===== config.mk =====
export PLATFORM = sky130hd
export DESIGN_NAME = pos_bcd_scan
export DESIGN_NICKNAME = d
export VERILOG_FILES = /design/src/rtl/pos_disp_pkg.sv /design/src/rtl/dd_bin2bcd.sv /design/src/rtl/pos_bcd_scan.sv
export SDC_FILE = /design/constraint.sdc
export NUM_CORES = 1
export LEC_CHECK = 0
export CAP_MARGIN = 10
export CORE_MARGIN = 5
export CORE_UTILIZATION = 58
export DETAILED_ROUTE_END_ITERATION = 10
export GPL_TIMING_DRIVEN = 1
export PLACE_DENSITY = 0.88
export SLEW_MARGIN = 10
export SYNTH_ARGS = -nofsm -noshare
export SYNTH_HDL_FRONTEND = slang
export SYNTH_SLANG_ARGS = --single-unit

===== constraint.sdc =====
create_clock -name clk_i -period 2.1 [get_ports clk_i]
set_clock_uncertainty 0.1 [all_clocks]
set_input_delay 0.525 -clock clk_i [delete_from_list [all_inputs] [get_ports clk_i]]
set_output_delay 0.525 -clock clk_i [all_outputs]
set_load 0.02 [all_outputs]

===== src/rtl/pos_disp_pkg.sv =====
// Shared constants and state encoding for the position readout.
//   NUM_DIGITS : number of multiplexed 7-segment digits
//   BCD_MAX    : largest displayable value; larger inputs saturate to it
//   AN_ALL_OFF : anode pattern with every digit dark (anodes are active-low)
//   conv_state_e : binary-to-BCD conversion FSM states
package pos_disp_pkg;

   localparam int          NUM_DIGITS = 4;
   localparam logic [13:0] BCD_MAX    = 14'd9999;
   localparam logic [3:0]  AN_ALL_OFF = 4'b1111;

   typedef enum logic [1:0] {
      ST_IDLE  = 2'd0,
      ST_SHIFT = 2'd1,
      ST_DONE  = 2'd2
   } conv_state_e;

endpackage


===== src/rtl/dd_bin2bcd.sv =====
// Sequential shift-add-3 binary-to-BCD converter, free-running.
// Every 16 cycles it samples num_i, saturates it to 9999 and publishes
// a four-digit BCD result.
//   clk_i  : clock
//   rst_i  : synchronous active-high reset
//   num_i  : unsigned value to convert (IN_W >= 14)
//   bcd_o  : last committed BCD result, stable between commits
//   ovf_o  : set when the committed result was saturated
//   upd_o  : one-cycle pulse in the cycle a new result becomes visible
//
// state    | meaning
// ---------+-----------------------------------------------------------
// ST_IDLE  | sample and saturate input, clear accumulator (1 cycle)
// ST_SHIFT | adjust nibbles >= 5 by +3, shift left; 14 iterations
// ST_DONE  | result visible on bcd_o/ovf_o, upd_o pulses (1 cycle)
module dd_bin2bcd
   import pos_disp_pkg::*;
#(
   parameter int IN_W = 16
) (
   input  logic            clk_i,
   input  logic            rst_i,
   input  logic [IN_W-1:0] num_i,
   output logic [15:0]     bcd_o,
   output logic            ovf_o,
   output logic            upd_o
);

   localparam logic [IN_W-1:0] MAX_IN = IN_W'(BCD_MAX);

   conv_state_e state_q, state_d;
   logic [13:0] sr_q, sr_d;
   logic [15:0] acc_q, acc_d;
   logic [3:0]  cnt_q, cnt_d;
   logic        flag_q, flag_d;
   logic [15:0] bcd_q, bcd_d;
   logic        ovf_q, ovf_d;

   logic        in_ovf;
   logic [13:0] sat;
   logic [15:0] acc_adj;
   logic [29:0] shifted;

   assign in_ovf = (num_i > MAX_IN);
   assign sat    = in_ovf ? BCD_MAX : num_i[13:0];

   always_comb begin
      acc_adj = acc_q;
      for (int k = 0; k < 4; k++) begin
         if (acc_q[4*k +: 4] >= 4'd5) begin
            acc_adj[4*k +: 4] = acc_q[4*k +: 4] + 4'd3;
         end
      end
   end

   assign shifted = {acc_adj, sr_q} << 1;

   always_comb begin
      state_d = state_q;
      sr_d    = sr_q;
      acc_d   = acc_q;
      cnt_d   = cnt_q;
      flag_d  = flag_q;
      bcd_d   = bcd_q;
      ovf_d   = ovf_q;
      upd_o   = 1'b0;
      case (state_q)
         ST_IDLE: begin
            sr_d    = sat;
            flag_d  = in_ovf;
            acc_d   = '0;
            cnt_d   = '0;
            state_d = ST_SHIFT;
         end
         ST_SHIFT: begin
            acc_d = shifted[29:14];
            sr_d  = shifted[13:0];
            cnt_d = cnt_q + 4'd1;
            if (cnt_q == 4'd13) begin
               // Commit on the final shift so the result and its flag are
               // already visible during the DONE cycle alongside upd_o.
               bcd_d   = shifted[29:14];
               ovf_d   = flag_q;
               state_d = ST_DONE;
            end
         end
         ST_DONE: begin
            upd_o   = 1'b1;
            state_d = ST_IDLE;
         end
         default: state_d = ST_IDLE;
      endcase
   end

   always_ff @(posedge clk_i) begin
      if (rst_i) begin
         state_q <= ST_IDLE;
         sr_q    <= '0;
         acc_q   <= '0;
         cnt_q   <= '0;
         flag_q  <= 1'b0;
         bcd_q   <= '0;
         ovf_q   <= 1'b0;
      end else begin
         state_q <= state_d;
         sr_q    <= sr_d;
         acc_q   <= acc_d;
         cnt_q   <= cnt_d;
         flag_q  <= flag_d;
         bcd_q   <= bcd_d;
         ovf_q   <= ovf_d;
      end
   end

   assign bcd_o = bcd_q;
   assign ovf_o = ovf_q;

endmodule


===== src/rtl/pos_bcd_scan.sv =====
// Four-digit decimal readout of the box position for the 7-segment display.
// Converts num_in_i to BCD continuously and scans the digits onto the
// active-low anodes, one digit per scan tick.
//   clk_i    : system clock (CLK_HZ)
//   rst_i    : synchronous active-high reset
//   num_in_i : unsigned position to display
//   digit_o  : BCD nibble of the currently enabled digit
//   an_o     : anode enables, active-low, bit 0 = ones digit
//   ovf_o    : displayed value was saturated to 9999
//   upd_o    : one-cycle pulse when a new result is committed
// Build option: define POS_BCD_SCAN_LZB_EN for leading-zero blanking.
module pos_bcd_scan
   import pos_disp_pkg::*;
#(
   parameter int CLK_HZ  = 100_000_000,
   parameter int SCAN_HZ = 1000,
   parameter int IN_W    = 16
) (
   input  logic            clk_i,
   input  logic            rst_i,
   input  logic [IN_W-1:0] num_in_i,
   output logic [3:0]      digit_o,
   output logic [3:0]      an_o,
   output logic            ovf_o,
   output logic            upd_o
);

   localparam int               DIV    = CLK_HZ / SCAN_HZ;
   localparam int               DIV_W  = (DIV > 1) ? $clog2(DIV) : 1;
   localparam logic [DIV_W-1:0] DIV_TC = DIV_W'(DIV - 1);
   localparam int               IDX_W  = $clog2(NUM_DIGITS);

   logic [15:0]      bcd;
   logic [DIV_W-1:0] div_q, div_d;
   logic [IDX_W-1:0] idx_q, idx_d;
   logic [3:0]       an_q, an_d;
   logic [3:0]       digit_q, digit_d;
   logic             tick;

   dd_bin2bcd #(.IN_W(IN_W)) u_bin2bcd (
      .clk_i (clk_i),
      .rst_i (rst_i),
      .num_i (num_in_i),
      .bcd_o (bcd),
      .ovf_o (ovf_o),
      .upd_o (upd_o)
   );

   assign tick = (div_q == DIV_TC);

   always_comb begin
      div_d   = tick ? '0 : div_q + 1'b1;
      idx_d   = idx_q;
      an_d    = an_q;
      digit_d = digit_q;
      if (tick) begin
         idx_d   = idx_q + 1'b1;
         an_d    = ~(4'b0001 << idx_d);
         digit_d = bcd[{idx_d, 2'b00} +: 4];
`ifdef POS_BCD_SCAN_LZB_EN
         // Digit k is dark when it and every digit above it are zero.
         if ((idx_d != '0) && ((bcd >> {idx_d, 2'b00}) == 16'd0)) begin
            an_d = AN_ALL_OFF;
         end
`endif
      end
   end

   always_ff @(posedge clk_i) begin
      if (rst_i) begin
         div_q   <= '0;
         idx_q   <= '0;
         an_q    <= AN_ALL_OFF;
         digit_q <= '0;
      end else begin
         div_q   <= div_d;
         idx_q   <= idx_d;
         an_q    <= an_d;
         digit_q <= digit_d;
      end
   end

   assign an_o    = an_q;
   assign digit_o = digit_q;

endmodule


==> results_dict.tcl <==
set metrics [dict create \
    routed_via_density 5.925 \
    drtIter0Drc 207 \
    synth_nets 441 \
    drc 0 \
    cp-endpoint "u_bin2bcd.bcd_o[4]$_SDFFE_PP0P_" \
    synth-edff-count 0 \
    cts_htree_levels 3 \
    grt_overflow 0 \
    clkSinkCount 81 \
    synthToLayoutAreaGrowth_pct 13.92 \
    clk_pin_slew_ps 80 \
    cts_tree "done" \
    p_total_w 0.002857 \
    r2r_cells 6 \
    routed_wl_mm 8.370 \
    cts_buffers 9 \
    yosysTopAreaCell "dfxtp_1" \
    yosys.area.top_type_share_pct 43.16 \
    crit_path_max_incr_delay_ps 410 \
    p_per_area_nw_per_um2 667.4 \
    rrSetupSlack_ps 160 \
    required_ps 2240 \
    ir_drop_mv 0.4529 \
    setup_viol_count_final 0 \
    die_x_um 90.49 \
    r2r-end "u_bin2bcd.bcd_o[4]$_SDFFE_PP0P_" \
    place.gp.congestion 0.8360 \
    dieArea_um2 8188 \
    vias 3069 \
    p_seq_share_pct 55.6 \
    antenna_found_initial 0 \
    ys_types 48 \
    postCtsSetupRepairBufs 0 \
    worstSetupPathType "reg -> reg" \
    core_area_um2 6314 \
    synth_most_common_cell "dfxtp_1" \
    yosysSeqAreaShare_pct 43.16 \
    end_kind "register" \
    synth-async-reset-ratio_pct 0 \
    drive_above_1_share_pct 9.524 \
    timing.rr.start "u_bin2bcd.cnt_q[0]$_SDFFE_PP0P_" \
    ys_seq_elements 81 \
    hold_class "reg -> reg" \
    hpwlAfterDp_mm 5.507 \
    startpoint_type "register" \
    tightest_slew_ps 491.7 \
    clockBufferDepth 2 \
    grt_pass1_vias 3049 \
    fp.dieH_um 90.49 \
    comb_power_share_pct 5.6 \
    path_max_fanout 11 \
    grt_usage_pct 20.93 \
    slew_headroom_pct 67.10 \
    ctsHoldBuffers 0 \
    syn_inst 408 \
    path_buf_inv 1 \
    io_pins 28 \
    synth_commonest_cells "dfxtp_1, nor2_1, a21oi_1" \
    startpoint "u_bin2bcd.cnt_q[0]$_SDFFE_PP0P_" \
    numPortBuffers 27 \
    antenna_cells 0 \
    wire_per_inst_um 16.16 \
    netlist_area_um2 3757 \
    path_cells "ha_1, and4_1, nor2b_1, buf_4, nor2_1, a211oi_1" \
    crit_cells 6 \
    clkPwrFrac_pct 38.9 \
    drv_slew 0 \
    clock_latency_ps 350 \
    grt_pass1_wl_mm 14.26 \
    drv_cap 0 \
    final_cell_count_no_fill 518 \
    leakagePower_nw 1.595 \
    timing.final.crit_period_ps 1945 \
    crit_family "simple AND/OR/NAND/NOR gates" \
    arrival_ps 2080 \
    yosys_warnings 0 \
    grt_setup_unrepaired "no" \
    post-route-period-util_pct 92.61 \
    synth.avg_cell_area_um2 9.209 \
    synthTopCellsByArea "dfxtp_1, nor2_1, ha_1, mux2i_1, a21oi_1" \
    row_count 29 \
    dp.cells 504 \
    intPower_w 0.002206 \
    fin_nets 471 \
    cts_root_buf "clkbuf_8" \
    p_sw_w 0.0006509 \
    p_sw_share_pct 22.79 \
    drt_first_pass_iters 4 \
    status "completed" \
    grt_max_degree 49 \
    initial_utilization_pct 59.51 \
    setup-tns-final_ps 0 \
    fmax_ghz 0.5142 \
    synth_top_flop_cell "dfxtp_1" \
    drt.antenna.violating_nets 0 \
    slowest_stage "dfxtp_1" \
    hold_viol 0 \
]
==> worst reg2reg max path: cells and delay by family (launching register included) <==
kind	cells	cell delay (ps)
AOI/OAI and AO/OA	1	290
adders and majority gates	1	170
buffers and inverters	1	270
DFF	1	410
and+or+nand+nor	3	600
==> routing by layer <==
layer  GRT usage, %  part of all wire [%]  wire length [um]
met1          26.47                    45              3785
met2          34.81                    49              4127
met3          3.750                   3.6               300
met4          8.933                   1.9               157
met5              0                     0                 0
==> power by group through the flow <==
stage	logic, W	registers (W)	clock network, W
final	0.000159	0.00159	0.00111
after global routing	0.000178	0.00159	0.00120
after CTS	0.000158	0.00159	0.00112
after detailed placement	0.000157	0.00162	0
after global placement	0.000150	0.00162	0
after floorplan	0.0000951	0.00162	0
==> sequential cells by signal (all words and copies together) (netlist names) <==
signal,cells
u_bin2bcd.bcd_o,16
u_bin2bcd.acc_q,16
u_bin2bcd.flag_q,1
u_bin2bcd.cnt_q,4
idx_q,2
digit_o,4
u_bin2bcd.ovf_o,1
an_o,4
div_q,17
u_bin2bcd.sr_q,14
u_bin2bcd.state_q,2
==> kinds of logic after synthesis <==
group,Yosys count,share of synthesized area [%]
AOI/OAI and AO/OA,93,15.92
xor gates and xnor gates,18,4.196
adders and majority gates,15,4.995
buffers and inverters,35,4.562
DFF,81,43.16
muxes,22,7.293
and+or+nand+nor,144,19.88
==> through the flow <==
step	hold slack (ps)	cell area (um2)	setup WS, ps	util, %
after floorplan	327.1	3757	191.1	-
after global placement	340.1	4098	141.9	64.90
after detailed placement	341.3	4098	54.41	64.90
after CTS	369.5	4280	141.0	67.80
after global routing	385.7	4280	89.61	67.80
final	368.6	4280	155.2	67.80
==> placed cells by master (no fill, tap or decap), types with 2 or more instances in the layout <==
cell type,n
nor2b_1,5
a211o_1,4
buf_4,13
clkbuf_8,10
a211oi_1,6
clkdlybuf4s50_1,25
o2bb2ai_1,13
o21ai_0,21
mux2i_1,15
a21oi_1,27
nand2_1,21
xnor2_1,11
nor3b_1,10
and2_1,3
nor2_1,56
mux2_2,3
inv_1,14
nand4_1,7
a22o_1,3
o22ai_1,6
nor4_1,3
ha_1,15
and4bb_2,2
nor3_1,5
xor2_1,7
a22oi_1,7
mux4_2,4
nand2b_1,10
o31ai_1,2
and4_1,2
and3_1,3
nand3_1,9
dfxtp_1,81
==> final cells by class <==
class | instances | area [um2]
Fill cell | 477 | 2033
Multi-Input combinational cell | 292 | 1964
Sequential cell | 81 | 1622
Timing Repair Buffer | 40 | 361.6
Clock buffer | 11 | 141.4
Tap cell | 77 | 96.34
Inverter | 14 | 52.55
Clock inverter | 3 | 42.54
==> worst min-delay path by stage <==
stage / cells past startpoint / endpoint / slack [ps] / start
after global routing: 1 / div_q[0]$_SDFF_PP0_ / 390 / div_q[0]$_SDFF_PP0_
after global placement: 1 / div_q[0]$_SDFF_PP0_ / 340 / div_q[0]$_SDFF_PP0_
final: 1 / u_bin2bcd.bcd_o[14]$_SDFFE_PP0P_ / 370 / u_bin2bcd.bcd_o[14]$_SDFFE_PP0P_
after CTS: 1 / div_q[0]$_SDFF_PP0_ / 370 / div_q[0]$_SDFF_PP0_
after detailed placement: 1 / u_bin2bcd.bcd_o[1]$_SDFFE_PP0P_ / 340 / u_bin2bcd.bcd_o[1]$_SDFFE_PP0P_
after floorplan: 1 / u_bin2bcd.bcd_o[1]$_SDFFE_PP0P_ / 330 / u_bin2bcd.bcd_o[1]$_SDFFE_PP0P_
==> repair_timing <==
action / 4_1_cts / 5_1_grt
setup endpoints to repair: 1 / 0
resized for setup: 1 / 0
hold endpoints to repair: 0 / 0
Note: power is estimated with default switching activity, not from simulation.
